--- src/rtl/runner_session_controller.sv ---
`default_nettype none
// ============================================================================
// Module  : runner_session_controller
// Brief   : Session sequencer for the runner-monitor datapath: 1 s tick strobe,
//           accumulator clear, start/pause/stop, emergency alarm, length limit.
//           Optional idle auto-pause enabled by defining RUNNER_AUTO_PAUSE_EN.
// Revision: 1.0 - initial release
// ============================================================================
module runner_session_controller #(
    parameter int CLK_PER_SEC     = 50_000_000,
    parameter int MAX_SESSION_SEC = 255,
    parameter int EMERG_LIMIT     = 3,
    parameter int IDLE_LIMIT      = 5
) (
    input  logic       clk,
    input  logic       rst,
    input  logic       start_btn,
    input  logic       pause_btn,
    input  logic       stop_btn,
    input  logic [1:0] steps_per_second,
    input  logic [1:0] hr_classification,
    output logic       calc_valid,
    output logic       calc_rst,
    output logic [2:0] state,
    output logic [7:0] session_sec,
    output logic       alarm,
    output logic       session_done
);

    localparam int TICK_W = $clog2(CLK_PER_SEC);

    localparam logic [2:0] c_ST_IDLE  = 3'd0;
    localparam logic [2:0] c_ST_CLEAR = 3'd1;
    localparam logic [2:0] c_ST_RUN   = 3'd2;
    localparam logic [2:0] c_ST_PAUSE = 3'd3;
    localparam logic [2:0] c_ST_ALARM = 3'd4;
    localparam logic [2:0] c_ST_DONE  = 3'd5;

    localparam logic [TICK_W-1:0] c_TICK_LAST = TICK_W'(CLK_PER_SEC - 1);
    localparam logic [TICK_W-1:0] c_TICK_TERM = TICK_W'(CLK_PER_SEC - 2);
    localparam logic [TICK_W-1:0] c_TICK_ONE  = TICK_W'(1);
    localparam logic [7:0]        c_SEC_MAX   = 8'(MAX_SESSION_SEC);
    localparam logic [3:0]        c_EMERG_LIM = 4'(EMERG_LIMIT);

    logic [2:0]        r_state;
    logic [TICK_W-1:0] r_tick;
    logic [7:0]        r_sec;
    logic [3:0]        r_emerg;
    logic              r_calc_valid;
    logic              r_calc_rst;
    logic              r_alarm;
    logic              r_done;

    logic [2:0]        w_next_state;
    logic [TICK_W-1:0] w_tick_next;
    logic [7:0]        w_sec_next;
    logic [3:0]        w_emerg_next;
    logic              w_fire;

`ifdef RUNNER_AUTO_PAUSE_EN
    localparam logic [3:0] c_IDLE_LIM = 4'(IDLE_LIMIT);
    logic [3:0] r_idle;
    logic       r_auto;
    logic [3:0] w_idle_next;
    logic       w_auto_next;
    logic       w_unused;
    assign w_unused = hr_classification[0];
`else
    logic       w_unused;
    assign w_unused = ^{steps_per_second, hr_classification[0], IDLE_LIMIT[0]};
`endif

    // Terminal decision is taken one cycle early so the registered strobe
    // coincides with tick_cnt == CLK_PER_SEC-1; session end/alarm/auto-pause
    // transitions are taken in that strobe cycle, after the strobe is issued.
    always_comb begin
        w_next_state = r_state;
        w_tick_next  = r_tick;
        w_sec_next   = r_sec;
        w_emerg_next = r_emerg;
        w_fire       = 1'b0;
`ifdef RUNNER_AUTO_PAUSE_EN
        w_idle_next  = r_idle;
        w_auto_next  = r_auto;
`endif
        case (r_state)
            c_ST_IDLE: begin
                if (start_btn) w_next_state = c_ST_CLEAR;
            end
            c_ST_CLEAR: begin
                w_next_state = c_ST_RUN;
                w_tick_next  = '0;
                w_sec_next   = 8'd0;
                w_emerg_next = 4'd0;
`ifdef RUNNER_AUTO_PAUSE_EN
                w_idle_next  = 4'd0;
                w_auto_next  = 1'b0;
`endif
            end
            c_ST_RUN: begin
                if (r_tick == c_TICK_LAST) begin
                    w_tick_next = '0;
                    if (stop_btn || (r_sec == c_SEC_MAX)) begin
                        w_next_state = c_ST_DONE;
                    end else if (r_emerg == c_EMERG_LIM) begin
                        w_next_state = c_ST_ALARM;
                    end else if (pause_btn) begin
                        w_next_state = c_ST_PAUSE;
`ifdef RUNNER_AUTO_PAUSE_EN
                    end else if (r_idle == c_IDLE_LIM) begin
                        w_next_state = c_ST_PAUSE;
                        w_auto_next  = 1'b1;
`endif
                    end
                end else if (stop_btn) begin
                    w_next_state = c_ST_DONE;
                end else if (pause_btn) begin
                    w_next_state = c_ST_PAUSE;
                end else begin
                    w_tick_next = r_tick + c_TICK_ONE;
                    if (r_tick == c_TICK_TERM) begin
                        w_fire       = 1'b1;
                        w_sec_next   = r_sec + 8'd1;
                        w_emerg_next = hr_classification[1] ? (r_emerg + 4'd1) : 4'd0;
`ifdef RUNNER_AUTO_PAUSE_EN
                        w_idle_next  = (steps_per_second == 2'd0) ? (r_idle + 4'd1) : 4'd0;
`endif
                    end
                end
            end
            c_ST_PAUSE: begin
                if (stop_btn) begin
                    w_next_state = c_ST_DONE;
                end else if (start_btn || pause_btn) begin
                    w_next_state = c_ST_RUN;
`ifdef RUNNER_AUTO_PAUSE_EN
                    w_idle_next  = 4'd0;
                    w_auto_next  = 1'b0;
                end else if (r_auto && (steps_per_second != 2'd0)) begin
                    w_next_state = c_ST_RUN;
                    w_idle_next  = 4'd0;
                    w_auto_next  = 1'b0;
`endif
                end
            end
            c_ST_ALARM: begin
                if (stop_btn) begin
                    w_next_state = c_ST_DONE;
                end else if (start_btn && !hr_classification[1]) begin
                    w_next_state = c_ST_RUN;
                    w_emerg_next = 4'd0;
                end
            end
            c_ST_DONE: begin
                if (start_btn) w_next_state = c_ST_CLEAR;
            end
            default: w_next_state = c_ST_IDLE;
        endcase
    end

    always_ff @(posedge clk) begin
        if (rst) begin
            r_state      <= c_ST_IDLE;
            r_tick       <= '0;
            r_sec        <= 8'd0;
            r_emerg      <= 4'd0;
            r_calc_valid <= 1'b0;
            r_calc_rst   <= 1'b0;
            r_alarm      <= 1'b0;
            r_done       <= 1'b0;
`ifdef RUNNER_AUTO_PAUSE_EN
            r_idle       <= 4'd0;
            r_auto       <= 1'b0;
`endif
        end else begin
            r_state      <= w_next_state;
            r_tick       <= w_tick_next;
            r_sec        <= w_sec_next;
            r_emerg      <= w_emerg_next;
            r_calc_valid <= w_fire;
            r_calc_rst   <= (w_next_state == c_ST_CLEAR);
            r_alarm      <= (w_next_state == c_ST_ALARM);
            r_done       <= (w_next_state == c_ST_DONE) && (r_state != c_ST_DONE);
`ifdef RUNNER_AUTO_PAUSE_EN
            r_idle       <= w_idle_next;
            r_auto       <= w_auto_next;
`endif
        end
    end

    assign calc_valid   = r_calc_valid;
    assign calc_rst     = r_calc_rst;
    assign state        = r_state;
    assign session_sec  = r_sec;
    assign alarm        = r_alarm;
    assign session_done = r_done;

endmodule
`default_nettype wire

--- config.mk ---
export PLATFORM = sky130hd
export DESIGN_NAME = runner_session_controller
export DESIGN_NICKNAME = d
export VERILOG_FILES = /design/src/rtl/runner_session_controller.sv
export SDC_FILE = /design/constraint.sdc
export NUM_CORES = 1
export LEC_CHECK = 0
export ABC_AREA = 1
export CAP_MARGIN = 20
export CORE_ASPECT_RATIO = 0.7
export CORE_UTILIZATION = 60
export CTS_BUF_LIST = sky130_fd_sc_hd__clkbuf_4 sky130_fd_sc_hd__clkbuf_8
export DETAILED_ROUTE_END_ITERATION = 12
export HOLD_SLACK_MARGIN = 0.05
export PLACE_DENSITY_LB_ADDON = 0.12
export SETUP_SLACK_MARGIN = 0.5
export SKIP_CTS_REPAIR_TIMING = 1
export SLEW_MARGIN = 20
export SYNTH_ARGS = -nofsm -noshare
export SYNTH_HDL_FRONTEND = slang
export SYNTH_SLANG_ARGS = --single-unit
--- constraint.sdc ---
create_clock -name clk -period 2.3 [get_ports clk]
set_clock_uncertainty 0.05 [all_clocks]
set_input_delay 0.575 -clock clk [delete_from_list [all_inputs] [get_ports clk]]
set_output_delay 0.575 -clock clk [all_outputs]
set_load 0.01 [all_outputs]
# Yosys cells after proc, flatten, opt, wreduce, memory -nomap -nowiden
# Cells that the tools add are included.
# word_totals
elab_cells	75
input_bits	9
out_inout_bits	15
regBits	45
# op_classes
reduce_logical	13
bitwise_logic	1
n_eq_ne	21
mux	29
add_sub_neg	3
# op_table
cell	n
$mux W26	3
$eq A26 B26 Y1 const B	2
$pmux W26 S2	1
$mux W8	4
$mux W3	10
$mux W4	7
$add A26 B1 Y26 const B	1
$pmux W8 S2	1
$pmux W3 S5	1
$eq A3 B3 Y1 const B	4
$ne A2 B2 Y1 const B	6
$pmux W4 S3	1
$ne A3 B3 Y1 const B	3
$add A8 B1 Y8 const B	1
$eq A8 B8 Y1 const B	1
$reduce_and A7 Y1	1
$eq A3 B1 Y1 const B	2
$eq A3 B2 Y1 const B	2
$reduce_and A5 Y1	1
$reduce_or A5 Y1	1
$add A4 B1 Y4 const B	1
$eq A4 B2 Y1 const B	1
$logic_not A3 Y1	1
$reduce_and A3 Y1	1
other kinds (8)	10

# Depth between registers and ports, before layout
# Gate-level depths: netlist of run 1.
# depth
ltp_word	7
ltp_mapped	12
depth_no_buf	12

# Least setup slack after synthesis of run 1
# OpenSTA, ideal clock, no wires.
# synth_timing
path_type	reg-to-reg
from	register r_tick[1]
to	register r_tick[17]
t_arrival_ns	1.521
path_stages_with_launch	12
setup_time_ns	0.118
required_ns	2.132
path_buffers	1
setup_slack_ns	0.611
cell_sequence	dfxtp_1 > ha_1 > inv_1 > nor2_4 > nand2_2 > nor2_4 > nand3_2 > nand2_4 > inv_2 > buf_4 > nor3_1 > nor2_1
# synth_between
elab_chain_cells	5
# synth_lines
item	line	rtl
start: declaration	46	logic [TICK_W-1:0] r_tick;
start signal: assignment	177	r_tick <= w_tick_next;
$add A26 B1 Y26	120	w_tick_next = r_tick + c_TICK_ONE;
$mux W26	117	end else if (pause_btn) begin
$mux W26	115	end else if (stop_btn) begin
$mux W26	101	if (r_tick == c_TICK_LAST) begin
$pmux W26 S2	86	case (r_state)
# Several ways; a longest one is shown, not always the timed one. The select of a mux whose other input is x is not followed.
# A chain may end at the register's enable or synchronous reset.

# Final worst setup path of run 1
# layout_timing
from	register r_tick[0]
to	register r_sec[4], in the netlist session_sec[4]
# layout_between
elab_chain_cells	3
# layout_lines
item	line	rtl
$eq A26 B26 Y1, on equally long branches	121, 101	
$ne A2 B2 Y1 (no line)	-	
$reduce_and A5 Y1 (no line) (*)	-	
end signal: assignment	178	r_sec <= w_sec_next;
end: declaration	47	logic [7:0] r_sec;
# Every way passes the cells marked *; elsewhere a longest branch is shown, timed or not.

==> metrics, run 1 <==
outcome finished, final reports clean; Final Hold Viols 0; Max Clk Rate 0.5438 GHz; HPWL after DPL 5.572 mm; leading cell type in the layout, fill and taps excluded nand2_1; CTS buffer count 5; Fin Setup TNS 0 ps; Die ar. 0.005236 sq mm; core area 0.004756 sq mm; Slew @ Worst Pin 381.2 ps; Root Buffer clkbuf_8; internal reg-to-reg setup slack 460 ps; P&R area growth vs syn 26.73%; Ys Warns 0; WP data required 2500 ps; Syn Area/Cell 6.396 sq um; Crit Path Class reg2reg; DR vias/cell 5.752; H-tree depth 2; Post-Syn Instances 464; RePlAce Congestion 0.8860; Iter 0 DRT Violations 402; Hold/Removal Path Class reg2reg; layout cells sized above 1 26.43%; Pre-antenna DRT Iters 5; Seq/Total Area, Yosys 30.35%; ANT nets after route 0; fin crit share 79.95%; row count 21; residual DRC count 0; fin. max-slew vios 0; Critical Path AT 2040 ps; I/O pin total 24; Fill cells 334; Detailed Route WL 8.935 mm; vias in the first global route 2596; most frequent cells in the layout nand2_1, nor2_1, nand3_1; maximum VDD drop 0.3233 mV; dominant cell type by area after synthesis dfxtp_1; n_diodes 0; wire per inst 15.51 um; largest net degree at the start of global routing 25; Die H 60.85 um; FF+latch count, synth 45; initial antenna violation count 0; starting density of the core 62.40%; Yosys cell types 36; Final setup viols 0; chip width 86.06 um; crit-path max FO 5; GRT Util Overall 30.32%; leakage 0.001648 uW; pwr/cell area 456.1 mW/mm^2; maxcap violations 0; Skew-Pair Late Insertion Delay 320 ps; top-area cell type share of the netlist area 30.35%; Setup crit end kind register; setup ws final 461.2 ps; Critical Path Source Type register; min Tclk post-route 1839 ps; IO Port Bufs 20; syn nets 477; TritonCTS Sinks 45; Overflow after GRT 0; clock tree buffer depth 2; pre-CTS WS 86.26 ps; CTS clk-pin slew, worst paths 100 ps; worst relative slew slack 74.35%; CTS tree built; global-route wire length before repair 12.19 mm; fin cells 576; Nets 519; RSZ-0062 raised after global routing true; Post-Place Cells 549; synthesized area 0.002968 sq mm; Vias 3313; ranking of synthesized cells by area dfxtp_1, nand2_1, nor2_1
path summary, 6_finish.rpt:
path | endpoint | depth (start not counted) | startpoint
max | session_sec[4] | 11 | r_tick[0]
min | session_sec[1] | 2 | session_sec[1]
min reg2reg | session_sec[1] | 2 | session_sec[1]
max reg2reg | session_sec[4] | 11 | r_tick[0]
cells in the mapped netlist (all sizes together):
library cell	n
xnor2	3
inv	44
nor3	14
nor3b	1
ha	4
nand3	46
o31ai	1
o22ai	2
a21boi	1
clkbuf	5
nand3b	2
a21oi	33
xor2	10
dfxtp	45
o211ai	1
o21ai	7
nand4	12
buf	6
nor2	91
nand2	132
or2	1
nor4	2
o21bai	1
per-stage QoR:
step / area, sq um / total power [uW] / hold WS [ps] / util, %
2_1_floorplan: 2968 / 978.1 / 404.6 / -
3_3_place_gp: 3217 / 1034 / 419.5 / 67.64
3_5_place_dp: 3217 / 1035 / 421.6 / 67.64
4_1_cts: 3332 / 1650 / 435.8 / 70.06
5_1_grt: 3761 / 1764 / 471.7 / 79.08
6_report: 3761 / 1715 / 443.9 / 79.08
area by class of cell:
cell class / count / area (sq um) / area share [%]
multi-input combinational: 365 / 1966 / 52.26
sequential: 45 / 962.2 / 25.58
timing repair buffer: 45 / 447.9 / 11.91
inverter: 44 / 183.9 / 4.890
tap: 69 / 86.33 / 2.295
clock buffer: 5 / 68.82 / 1.830
clock inverter: 3 / 46.29 / 1.231
power breakdown:
part | total, uW | switching (uW) | internal (uW)
clock network | 637 | 312 | 326
registers | 787 | 8.92 | 778
logic | 291 | 189 | 102
total | 1720 | 510 | 1210
sequential cells by signal, indices dropped and copies added, names as in the netlist:
signal	cells
calc_valid	1
session_done	1
r_emerg	4
alarm	1
session_sec	8
calc_rst	1
state	3
r_tick	26
worst max-delay path, cell delays in order (launching register included):
cell and delay [ps]:
dfxtp_4 370, clkinvlp_4 120, ha_1 180, nand2_1 70, nor2_1 130, nand2_1 100, nor2_1 110, nand4_1 90
buf_4 180, nand2_2 130, nand3_1 90, a21oi_1 160
per-layer routing:
| layer | up-vias | routed length, um | global-route usage, % | share of wire [%] |
|---|---|---|---|---|
| met5 | - | 0 | 0 | 0 |
| met4 | 0 | 241 | 8.095 | 2.7 |
| met3 | 32 | 882 | 6.259 | 9.9 |
| met2 | 194 | 3850 | 45.12 | 43 |
| met1 | 1505 | 3961 | 44.66 | 44 |
| li1 | 1582 | - | - | - |
cell families after synthesis:
| family | after synthesis | share of synthesized area, % |
|---|---|---|
| AND/OR/NAND/NOR | 301 | 46.37 |
| buffers and inverters | 55 | 8.684 |
| AO/OA/AOI/OAI | 46 | 9.064 |
| flip-flops | 45 | 30.35 |
| XOR/XNOR | 13 | 3.836 |
| adder cells (fa/ha/maj) | 4 | 1.686 |
Note: power is estimated with default switching activity, not from simulation.
==> run 2: changes to the inputs <==
--- a/config.mk
+++ b/config.mk
@@ -8,7 +8,7 @@
 export ABC_AREA = 1
 export CAP_MARGIN = 20
 export CORE_ASPECT_RATIO = 0.7
-export CORE_UTILIZATION = 60
+export CORE_UTILIZATION = 55
 export CTS_BUF_LIST = sky130_fd_sc_hd__clkbuf_4 sky130_fd_sc_hd__clkbuf_8
 export DETAILED_ROUTE_END_ITERATION = 12
 export HOLD_SLACK_MARGIN = 0.05
==> constraint.sdc (replaced) <==
create_clock -name clk -period 1.48 [get_ports clk]
set_clock_uncertainty 0.05 [all_clocks]
set_input_delay 0.37 -clock clk [delete_from_list [all_inputs] [get_ports clk]]
set_output_delay 0.37 -clock clk [all_outputs]
set_load 0.01 [all_outputs]
==> metrics, run 2 (synthesis results as in run 1) <==
fin. max-slew vios 0 (unchanged); Setup crit end kind register (unchanged); Final Hold Slack 448.8 ps (was 443.9 ps); multi-input logic area 0.002242 sq mm (was 0.001966 sq mm); Skew-Pair Late Insertion Delay 320 ps (about the same); Die H 63.46 um (was 60.85 um); Worst Hold Depth 2 (unchanged); row count 21 (unchanged); Iter 0 DRT Violations 733 (was 402); CTS buffer count 5 (unchanged); GRT Util Overall 35.00% (was 30.32%); R2R cell count 11 (unchanged); fin cells 664 (was 576); WP data required 1670 ps (was 2500 ps); Detailed Route WL 15.25 mm (was 8.935 mm); starting density of the core 59.45% (was 62.40%); min Tclk post-route 1962 ps (was 1839 ps); maximum VDD drop 0.4260 mV (was 0.3233 mV); P&R area growth vs syn 60.16% (was 26.73%); TritonCTS Sinks 45 (unchanged); max reg flops 26 (unchanged); Hold/Removal Path Class reg2reg (unchanged); Nets 607 (was 519); failing checks setup timing; Critical Path AT 2150 ps (was 2040 ps); pwr/cell area 623.1 mW/mm^2 (was 456.1 mW/mm^2); DR vias/cell 6.822 (was 5.752); core area 0.004992 sq mm (was 0.004756 sq mm); WL met3 2.189 mm (was 882 um); Die ar. 0.005699 sq mm (was 0.005236 sq mm); largest net degree at the start of global routing 21 (was 25); HPWL after DPL 7.173 mm (was 5.572 mm); leading cell type in the layout, fill and taps excluded buf_4 (was nand2_1); outcome finished, violations left (was finished, final reports clean); IO Port Bufs 20 (unchanged); chip width 89.80 um (was 86.06 um); crit-path max FO 4 (was 5); wire per inst 22.97 um (was 15.51 um); Pre-antenna DRT Iters 7 (was 5); Final setup viols 45 (was 0); RePlAce Congestion 0.9363 (was 0.8860); Placed Area 0.004064 sq mm (was 0.003217 sq mm); CTS tree built (unchanged); leakage 0.001958 uW (was 0.001648 uW); most frequent cells in the layout buf_4, nand2_1, nor2_1 (was nand2_1, nor2_1, nand3_1); Reg with most FFs r_tick (unchanged); Post-Place Cells 644 (was 549); H-tree depth 2 (unchanged); DR top layer met4 (unchanged); Slew @ Worst Pin 489.9 ps (was 381.2 ps); final core occ 95.21% (was 79.08%); Vias 4530 (was 3313); I/O pin total 24 (unchanged); met1 wire length 5.286 mm (was 3.961 mm); Fill cells 137 (was 334); worst relative slew slack 67.04% (was 74.35%); Root Buffer clkbuf_8 (unchanged); layout cells sized above 1 51.09% (was 26.43%); clock tree buffer depth 2 (unchanged); Max Clk Rate 0.5096 GHz (was 0.5438 GHz); fin crit share 132.6% (was 79.95%); n_diodes 0 (unchanged); Crit Path Class reg2reg (unchanged); Final Cell Area 0.004753 sq mm (was 0.003761 sq mm); Overflow after GRT 0 (unchanged); initial antenna violation count 0 (unchanged); Reg area 960.9 sq um (was 962.2 sq um); Critical Path Source Type register (unchanged); wire length on met2 6.335 mm (was 3.850 mm); CTS clk-pin slew, worst paths 100 ps (about the same); setup ws final -482.2 ps (was 461.2 ps); maxcap violations 0 (unchanged); vias in the first global route 3469 (was 2596); Final Hold Viols 0 (unchanged); RSZ-0062 raised after global routing true (unchanged); ANT nets after route 0 (unchanged); residual DRC count 0 (unchanged); global-route wire length before repair 15.99 mm (was 12.19 mm)
-- run 2: path summary, 6_finish.rpt --
kind | from | end | slack (ps)
worst max-delay path | r_tick[0] | alarm | -480
worst min-delay path | session_sec[4] | session_sec[4] | 450
worst min register to register | session_sec[4] | session_sec[4] | 450
worst max register to register | r_tick[0] | alarm | -480
-- run 2: final cells by class --
cell class	count	share of cell area, %
Timing Repair Buffer	133	24.69
Inverter	44	3.685
Sequential cell	45	20.22
Clock inverter	3	0.9739
Clock buffer	5	1.448
Tap cell	69	1.816
Multi-Input combinational cell	365	47.17
-- run 2: through the flow --
| step | TNS, ps | total power (uW) | setup WS (ps) |
|---|---|---|---|
| after floorplan | -828.9 | 1528 | -61.76 |
| after global placement | -13830 | 1740 | -398.7 |
| after detailed placement | -17090 | 1753 | -511.5 |
| after CTS | -12990 | 2709 | -329.2 |
| after global routing | -18640 | 2995 | -541.7 |
| final | -16160 | 2962 | -482.2 |
-- run 2: report_power, final --
part	internal, uW	switching, uW
clock network	507	512
registers	1210	16.4
logic	294	420
-- run 2: worst max-delay path: stages (launching register included) --
cell	delay [ps]
dfxtp_2	390
ha_4	150
inv_2	40
nor2_4	150
nand2_2	110
nor2_4	150
nand2_2	140
nand2_2	120
nand2_1	90
a21boi_2	260
nand2_1	110
nor2_1	130
-- run 2: metal layers --
layer / vias to the layer above / track usage (%)
li1: 1757 / -
met1: 2008 / 45.01
met2: 555 / 58.75
met3: 210 / 5.918
met4: 0 / 13.73
met5: - / 0
